$ cat src/rtl/aes_mem_ctrl.sv
// Streams plaintext words from RAM into 128-bit blocks for a cipher core and
// writes the ciphertext back, closing the output with a terminator word.
module aes_mem_ctrl #(
   parameter logic [9:0]  IN_BASE   = 10'd0,
   parameter logic [9:0]  OUT_BASE  = 10'd257,
   parameter int unsigned MAX_WORDS = 256,
   parameter logic [31:0] TERM      = 32'hDEADBEEF,
   parameter int unsigned RD_LAT    = 2
) (
   input  logic         clk_in,
   input  logic         rst_in,
   input  logic         start_in,
   output logic         busy_out,
   output logic         done_out,
   output logic [8:0]   words_out,
   output logic [9:0]   mem_addr_out,
   output logic [3:0]   mem_we_out,
   output logic [31:0]  mem_data_out,
   input  logic [31:0]  mem_data_in,
   output logic [127:0] aes_block_out,
   output logic         aes_valid_out,
   input  logic         aes_ready_in,
   input  logic [127:0] aes_result_in,
   input  logic         aes_result_valid_in
);

   localparam int unsigned   WW        = (RD_LAT > 1) ? $clog2(RD_LAT) : 1;
   localparam logic [WW-1:0] WAIT_LAST = WW'(RD_LAT - 1);
   localparam logic [8:0]    MAXW      = 9'(MAX_WORDS);

   typedef enum logic [2:0] {
      IDLE, RD_ADDR, RD_WAIT, SEND, WAIT_RES, WR, WR_TERM, DONE
   } state_t;

   state_t          state_q, state_d;
   logic [8:0]      rd_idx_q, rd_idx_d, wr_idx_q, wr_idx_d, words_q, words_d;
   logic [2:0]      k_q, k_d;
   logic [1:0]      wcnt_q, wcnt_d;
   logic [WW-1:0]   wait_q, wait_d;
   logic            last_q, last_d;
   logic [127:0]    blk_q, blk_d, res_q, res_d;
   logic [8:0]      rd_inc;

   assign rd_inc        = rd_idx_q + 9'd1;
   assign aes_block_out = blk_q;
   assign words_out     = words_q;

   always_comb begin
      state_d       = state_q;
      rd_idx_d      = rd_idx_q;
      wr_idx_d      = wr_idx_q;
      words_d       = words_q;
      k_d           = k_q;
      wcnt_d        = wcnt_q;
      wait_d        = wait_q;
      last_d        = last_q;
      blk_d         = blk_q;
      res_d         = res_q;
      busy_out      = (state_q != IDLE);
      done_out      = 1'b0;
      mem_addr_out  = '0;
      mem_we_out    = '0;
      mem_data_out  = '0;
      aes_valid_out = 1'b0;
      case (state_q)
         IDLE: begin
            if (start_in) begin
               rd_idx_d = '0;
               wr_idx_d = '0;
               k_d      = '0;
               last_d   = 1'b0;
               blk_d    = '0;
               state_d  = RD_ADDR;
            end
         end
         RD_ADDR: begin
            mem_addr_out = IN_BASE + {1'b0, rd_idx_q};
            wait_d       = '0;
            state_d      = RD_WAIT;
         end
         RD_WAIT: begin
            mem_addr_out = IN_BASE + {1'b0, rd_idx_q};
            if (wait_q != WAIT_LAST) begin
               wait_d = wait_q + 1'b1;
            end else if (mem_data_in == TERM) begin
               if (k_q != 3'd0) begin
                  last_d  = 1'b1;
                  state_d = SEND;
               end else begin
                  state_d = WR_TERM;
               end
            end else begin
               // Slot 0 store also zeroes the rest, so short last blocks are padded
               case (k_q[1:0])
                  2'd0: blk_d = {mem_data_in, 96'h0};
                  2'd1: blk_d[95:64] = mem_data_in;
                  2'd2: blk_d[63:32] = mem_data_in;
                  default: blk_d[31:0] = mem_data_in;
               endcase
               rd_idx_d = rd_inc;
               k_d      = k_q + 3'd1;
               // Hitting the word limit acts like a terminator without another read
               if (k_q == 3'd3) begin
                  last_d  = (rd_inc == MAXW);
                  state_d = SEND;
               end else if (rd_inc == MAXW) begin
                  last_d  = 1'b1;
                  state_d = SEND;
               end else begin
                  state_d = RD_ADDR;
               end
            end
         end
         SEND: begin
            aes_valid_out = 1'b1;
            if (aes_ready_in) state_d = WAIT_RES;
         end
         WAIT_RES: begin
            if (aes_result_valid_in) begin
               res_d   = aes_result_in;
               wcnt_d  = '0;
               state_d = WR;
            end
         end
         WR: begin
            mem_addr_out = OUT_BASE + {1'b0, wr_idx_q};
            mem_we_out   = 4'hF;
            case (wcnt_q)
               2'd0: mem_data_out = res_q[127:96];
               2'd1: mem_data_out = res_q[95:64];
               2'd2: mem_data_out = res_q[63:32];
               default: mem_data_out = res_q[31:0];
            endcase
            wr_idx_d = wr_idx_q + 9'd1;
            wcnt_d   = wcnt_q + 2'd1;
            if (wcnt_q == 2'd3) begin
               k_d     = '0;
               state_d = last_q ? WR_TERM : RD_ADDR;
            end
         end
         WR_TERM: begin
            mem_addr_out = OUT_BASE + {1'b0, wr_idx_q};
            mem_we_out   = 4'hF;
            mem_data_out = TERM;
            words_d      = wr_idx_q;
            state_d      = DONE;
         end
         DONE: begin
            done_out = 1'b1;
            state_d  = IDLE;
         end
         default: state_d = IDLE;
      endcase
   end

   always_ff @(posedge clk_in) begin
      if (rst_in) begin
         state_q  <= IDLE;
         rd_idx_q <= '0;
         wr_idx_q <= '0;
         words_q  <= '0;
         k_q      <= '0;
         wcnt_q   <= '0;
         wait_q   <= '0;
         last_q   <= 1'b0;
         blk_q    <= '0;
         res_q    <= '0;
      end else begin
         state_q  <= state_d;
         rd_idx_q <= rd_idx_d;
         wr_idx_q <= wr_idx_d;
         words_q  <= words_d;
         k_q      <= k_d;
         wcnt_q   <= wcnt_d;
         wait_q   <= wait_d;
         last_q   <= last_d;
         blk_q    <= blk_d;
         res_q    <= res_d;
      end
   end

endmodule

$ cat config.mk
export PLATFORM = sky130hd
export DESIGN_NAME = aes_mem_ctrl
export DESIGN_NICKNAME = d
export VERILOG_FILES = /design/src/rtl/aes_mem_ctrl.sv
export SDC_FILE = /design/constraint.sdc
export NUM_CORES = 1
export LEC_CHECK = 0
export BUFFER_PORTS_ARGS = -buffer_cell sky130_fd_sc_hd__buf_4
export CAP_MARGIN = 30
export CELL_PAD_IN_SITES_DETAIL_PLACEMENT = 1
export CELL_PAD_IN_SITES_GLOBAL_PLACEMENT = 1
export CORE_MARGIN = 2
export CORE_UTILIZATION = 25
export CTS_BUF_LIST = sky130_fd_sc_hd__clkbuf_16
export DETAILED_ROUTE_END_ITERATION = 8
export GPL_ROUTABILITY_DRIVEN = 0
export MAX_ROUTING_LAYER = met4
export PLACE_DENSITY_LB_ADDON = 0.1
export SLEW_MARGIN = 20
export SYNTH_ARGS = -nofsm -noshare
export SYNTH_HDL_FRONTEND = slang
export SYNTH_SLANG_ARGS = --single-unit
$ cat constraint.sdc
create_clock -name clk_in -period 3.6 [get_ports clk_in]
set_input_delay 0.72 -clock clk_in [delete_from_list [all_inputs] [get_ports clk_in]]
set_output_delay 0.72 -clock clk_in [all_outputs]
set_load 0.01 [all_outputs]
==> flow_summary.yaml, run 1 <==
run_status:
  status: "finished, final reports clean"
power_and_ir_drop:
  ir_drop_uv: 281
  powerDensity_nw_per_um2: 445
  power_switching_w: 0.00188
  p_comb_share_pct: 7.6
  p_leak_nw: 6.17
  switching_share_pct: 25.4
  power_frac_seq_pct: 44.2
  power_frac_clock_pct: 48.2
  p_int_w: 0.00551
  fin_total_pwr_w: 0.00738
synthesis:
  synth-main-ff-cell: "dfxtp_1"
  synth_most_common_cell: "nand2_1"
  syn_area_sq_um: 12200
  synth_edf_count: 0
  ys_types: 59
  synth_commonest_cells: "368 x nand2_1, 293 x dfxtp_1, 225 x a21oi_1"
  syn_avg_cell_area_sq_um: 8.04
  ys_warn_count: 0
  synth_nets: 1691
  ys_seq_elements: 293
  synth_seq_area_share_pct: 48.2
  synth_top_area_share_pct: 48.2
  synth_area_leaders: "dfxtp_1 48%, nand2_1 11%, a21oi_1 9.3%, clkbuf_1 3.5%, a222oi_1 2.6%"
  async_flop_share_pct: 0
  yosys.area.top_type: "dfxtp_1"
  syn-instance-count: 1514
timing:
  finalSetupViolations: 0
  fin_crit_ns: 3.39
  hold_violations: 0
  tightest_slew_ns: 0.878
  finalCritPeriodShare_pct: 94.2
  setup_tns_ns: 0
  final_max_slew_viol_count: 0
  rsz0062_at_grt: "no"
  relSlewSlack_pct: 41.5
  fmax_mhz: 295
  clock_skew_ns: 0.0245
die:
  io_pins: 351
  coreArea_sq_um: 47800
  die_area_sq_um: 50400
  start_util_pct: 25.4
  die_x_microns: 225
  die_h_microns: 225
  core.rowCount: 80
worst_setup_path:
  crit_family: "compound AO/OA/AOI/OAI gates"
  cp_cell_sequence: "inv_1, ha_2, buf_4, a222oi_1, nor2_1, a21oi_1, o21ai_0, buf_4"
  crit_type: "flip-flop to output pin"
  slowest_stage: "a222oi_1"
  cp.arrival_ns: 2.67
  reg2regPathDepth: 5
  r2r-start: "state_q[1]"
  start_kind: "flip-flop"
  critPathBufInv: 3
  crit_top_cell: "buf_4"
  crit_path_max_fanout: 8
  critPathLaunch: "wcnt_q[0]"
  cp.required_ns: 2.88
  critPathMaxStageDelay_ns: 0.65
  worst-path-stages: 8
  endpoint_kind: "output pin"
global_route:
  grt-ovfl-total: 0
  grt_pass1_wl_microns: 75800
  grt_max_degree: 164
  grt_usage_pct: 20.1
  antenna_found_initial: 4
  grt_pass1_vias: 12300
routing:
  wl_per_cell_microns: 20.6
  viasPerCell: 4.99
  drtIter0Drc: 716
  vias: 12200
  routed_wl_microns: 50400
  ant_nets: 0
  drt_pass1_iterations: 7
  drc: 0
cts:
  cts_sinks: 293
  cts_buffers: 37
  root_buffer: "clkbuf_16"
  hold_buffers: 0
  post_cts_buffers: 0
  cts_tree: "done"
  htreeDepth: 2
  clockBufferDepth: 3
  path_clk_slew_ns: 0.06
  clock_latency_ns: 0.55
worst_hold_path:
  hp-start: "aes_result_in[72]"
  min_path_type: "primary input to flip-flop"
  hold_path_depth: 3
layout:
  fin_nets: 1974
  final-seq-area_sq_um: 5870
  multiInputGateArea_sq_um: 5790
  layout-drive-gt1-share_pct: 25.1
  finalNonFillerCells: 2442
  finish.instance_area_sq_um: 16600
  n_fill_cell: 5719
  syn_to_final_growth_pct: 36.3
place:
  placed_area_sq_um: 15400
  dp.cells: 2372
  dp.final_hpwl_microns: 34900
  portBuffers: 350
job:
  cap_violations: 0
## flip-flops by register name, summed over array words and instances (netlist names)
signal         count
res_q            128
wcnt_q             2
wr_idx_q           9
words_out          9
state_q            3
rd_idx_q           9
aes_block_out    128
wait_q             1
last_q             1
k_q                3
## routing by layer
metal | global-route usage (%) | share of wire, % | vias up
li1 | - | - | 5898
met1 | 23.8 | 43 | 5894
met2 | 33.3 | 48 | 316
met3 | 6.28 | 7.4 | 66
met4 | 4.83 | 2.0 | 0
met5 | - | 0 | -
## power by group through the flow
stage	registers (W)	clock network (W)	logic (W)
6_report	0.00326	0.00356	0.000558
5_1_grt	0.00326	0.00383	0.000607
4_1_cts	0.00326	0.00369	0.000567
3_5_place_dp	0.00333	0	0.000565
3_3_place_gp	0.00333	0	0.000561
2_1_floorplan	0.00332	0	0.000258
## per-stage QoR
| step | util (%) | setup WS [ns] | hold slack (ns) |
|---|---|---|---|
| after floorplan | - | 1.06 | 0.436 |
| after global placement | 32.2 | 0.490 | 0.442 |
| after detailed placement | 32.2 | 0.469 | 0.448 |
| after CTS | 34.6 | 0.000363 | 0.381 |
| after global routing | 34.7 | 0.0252 | 0.393 |
| final | 34.7 | 0.207 | 0.412 |
## cell usage in the layout, fill, tap and decap left out, types with 34 or more instances in the layout
master,netlist,final
clkbuf_16,0,38
dfxtp_1,293,292
nand2_1,368,368
buf_4,3,376
nand3_1,41,39
o21ai_0,39,39
a21oi_1,225,225
o21ai_1,37,36
nand2b_1,34,34
nand4_1,37,37
nor2_1,80,80
## cell type report
cell class,count,area share [%]
Sequential cell,293,35.4
Multi-Input combinational cell,1070,34.9
Timing Repair Buffer,384,17.9
Clock buffer,38,5.73
Tap cell,615,4.64
Clock inverter,27,1.15
Inverter,11,0.249
Antenna cell,4,0.0604
## timing repair
| action | CTS | global route |
|---|---|---|
| endpoints found under the hold margin | 0 | 0 |
| setup endpoints to repair | 2 | 12 |
| pin swaps | 3 | 2 |
| resized for setup | 1 | 3 |
## worst min-delay path: cells and delay by family
family / cells / cell delay, ns
AND/OR/NAND/NOR: 1 / 0.04
AO/OA/AOI/OAI: 1 / 0.05
buffers and inverters: 1 / 0.11
## path summary, 6_finish.rpt
kind / endpoint / slack [ns]
max: mem_data_out[6] / 0.21
min: res_q[72] / 0.41
max reg2reg: aes_block_out[110] / 1.05
min reg2reg: aes_block_out[109] / 0.46
## cell families (layout without fill, tap and decap cells)
group	after synthesis	count (layout)	share of synthesized area [%]
compound gates	440	440	22.8
xor+xnor	10	10	0.720
fa+ha+maj	12	12	1.23
buf+inv	151	460	4.88
flops	293	293	48.2
mux	4	4	0.329
other cells	0	4	0
simple gates	604	604	21.9
No activity file was read; power rests on OpenSTA's default activity.
==> run 2, diff against run 1 <==
Settings changed: ABC_AREA from default to 1, SKIP_LAST_GASP from default to 1.
==> run 2 against run 1 <==
  * Worst hold slack better by 0.046 ns
  * Final cell count is 13% higher
  * Sequential power is 21% higher
  * Core utilization fell by 0.72 points
  * Via count rose by 8.2%
  * Area after synthesis is 4.7% higher
  * Count of clock-buffer cells in the layout up 1
  * Synthesized cell count grew 17%
  * Register-to-register slack got worse by 0.16 ns
  * Combinational power rose to 6.9 times the previous value
  * Critical path depth unchanged
==> flow_summary.yaml, run 2 <==
run_status:
  status: "finished, final reports clean"
global_route:
  grt_pass1_wl_microns: 82700
  grt_max_degree: 219
  grt_usage_pct: 20.6
  antenna_found_initial: 9
  grt-ovfl-total: 0
  gr-usage-met3_pct: 3.94
  met1_usage_pct: 26.1
  met2_usage_pct: 33.0
  grt.busiest_layer: "met2"
  grt_pass1_vias: 13700
worst_setup_path:
  slowest_stage: "dfxtp_1"
  critPathMaxStageDelay_ns: 0.47
  endpoint_kind: "output pin"
  cp.required_ns: 2.88
  crit_path_max_fanout: 32
  crit_type: "flip-flop to output pin"
  start_kind: "flip-flop"
  cp.arrival_ns: 2.55
  cp_cell_sequence: "inv_1, nor2_1, nand2_2, nand2_2, inv_1, buf_4, a21oi_1, buf_4"
synthesis:
  syn-instance-count: 1772
  synth_commonest_cells: "390 x nand2_1, 319 x a21oi_1, 293 x dfxtp_1"
  synth_edf_count: 0
  synth_most_common_cell: "nand2_1"
  synthMuxAreaShare_pct: 0
  synth_nets: 1949
  synthXorXnorAreaFrac_pct: 0.550
  ys_warn_count: 0
  synth-main-ff-cell: "dfxtp_1"
  synth_simple_gate_area_share_pct: 26.8
  ys_seq_elements: 293
  synth_seq_area_share_pct: 46.1
  synth_top_area_share_pct: 46.1
  yosys.area.top_type: "dfxtp_1"
  ys_types: 33
  synth_area_leaders: "dfxtp_1 46%, a21oi_1 13%, nand2_1 11%, nand3_1 8.8%, nor2_1 4.5%"
  synth_compound_area_share_pct: 17.7
  synth_fa_ha_area_share_pct: 1.18
  syn_avg_cell_area_sq_um: 7.19
  async_flop_share_pct: 0
  syn_area_sq_um: 12700
  synth_top_family_by_area: "simple AND/OR/NAND/NOR gates"
timing:
  rsz0062_at_grt: "no"
  relSlewSlack_pct: 31.8
  whs_ns: 0.458
  final_max_slew_viol_count: 0
  fmax_mhz: 306
  hold_violations: 0
  fin_crit_ns: 3.27
  setup_tns_ns: 0
  clock_skew_ns: 0.0128
  tightest_slew_ns: 1.02
  finalCritPeriodShare_pct: 90.7
  finalSetupViolations: 0
cts:
  hold_buffers: 0
  clockBufferDepth: 3
  clock_latency_ns: 0.55
  post_cts_buffers: 0
  path_clk_slew_ns: 0.06
  cts_buffers: 37
  cts_tree: "done"
  root_buffer: "clkbuf_16"
  cts_sinks: 293
  htreeDepth: 2
layout:
  n_fill_cell: 6269
  syn_to_final_growth_pct: 34.0
  multiInputGateArea_sq_um: 5920
  layout_commonest_cell: "nand2_1"
  fin_nets: 2223
  finish.instance_area_sq_um: 17100
  final-seq-area_sq_um: 5870
  final_cell_mix: "387 x nand2_1, 371 x buf_4, 319 x a21oi_1, 293 x dfxtp_1, 225 x nand3_1"
  layout-drive-gt1-share_pct: 22.1
die:
  die_area_sq_um: 52800
  die_h_microns: 230
  io_pins: 351
  core.rowCount: 82
  coreArea_sq_um: 50300
  start_util_pct: 25.3
  die_x_microns: 230
routing:
  drt_pass1_iterations: 5
  routed_wl_microns: 54100
  viasPerCell: 4.78
  drtIter0Drc: 599
  wl_per_cell_microns: 19.7
  drc: 0
  vias: 13200
  ant_nets: 0
power_and_ir_drop:
  ir_drop_uv: 397
  powerDensity_nw_per_um2: 672
  p_leak_nw: 6.69
place:
  portBuffers: 350
  placed_area_sq_um: 15800
  dp.final_hpwl_microns: 36700
job:
  cap_violations: 0
worst_hold_path:
  min_path_type: "primary input to flip-flop"
run 2: path summary, 6_finish.rpt:
| path | startpoint | slack, ns | depth (start not counted) | end |
|---|---|---|---|---|
| max | state_q[0] | 0.33 | 8 | mem_data_out[25] |
| min | aes_result_in[118] | 0.46 | 3 | res_q[118] |
| max reg2reg | state_q[0] | 0.89 | 10 | aes_block_out[22] |
| min reg2reg | aes_block_out[50] | 0.46 | 2 | aes_block_out[50] |
run 2: layout make-up:
class / instances / share of cell area (%)
sequential: 293 / 34.4
multi-input combinational: 1256 / 34.7
tap: 672 / 4.93
clock buffer: 39 / 5.72
inverter: 79 / 1.77
timing repair buffer: 379 / 17.3
clock inverter: 26 / 1.08
antenna: 9 / 0.132
run 2: kinds of logic (layout without fill, tap and decap cells):
logic type	after synthesis	in the layout
compound gates	436	436
xor+xnor	8	8
fa+ha+maj	12	12
buf+inv	223	523
flops	293	293
other cells	0	9
simple gates	800	800
run 2: stage by stage:
stage / utilization, % / total power (W) / setup WS, ns / instances
after floorplan: - / 0.00632 / 1.41 / 1772
after global placement: 31.4 / 0.00781 / 0.323 / 2676
after detailed placement: 31.4 / 0.00787 / 0.238 / 2676
after CTS: 33.7 / 0.0116 / 0.0451 / 2741
after global routing: 33.9 / 0.0122 / 0.132 / 2753
final: 33.9 / 0.0115 / 0.334 / 2753
run 2: repair_timing:
| action | in CTS | in global routing |
|---|---|---|
| endpoints found under the setup margin | 0 | 14 |
| resized for setup | 0 | 2 |
| endpoints found under the hold margin | 0 | 0 |
run 2: layer usage:
metal / share of wire [%] / wire, microns
met1: 46 / 24700
met2: 47 / 25300
met3: 4.9 / 2660
met4: 2.8 / 1490
met5: 0 / 0
run 2: where the power goes:
group	internal (W)	switching (W)	leakage, nW	total, W
Clock	0.00216	0.00148	0.593	0.00363
Combinational	0.00124	0.00263	3.72	0.00387
Sequential	0.00367	0.000292	2.37	0.00396
Total	0.00707	0.00440	6.69	0.0115
run 2: worst max-delay path, delay by kind of cell, from the launching register on:
family	cells	cell delay (ns)
simple gates	3	0.57
buf+inv	4	0.64
flops	1	0.47
compound gates	1	0.30
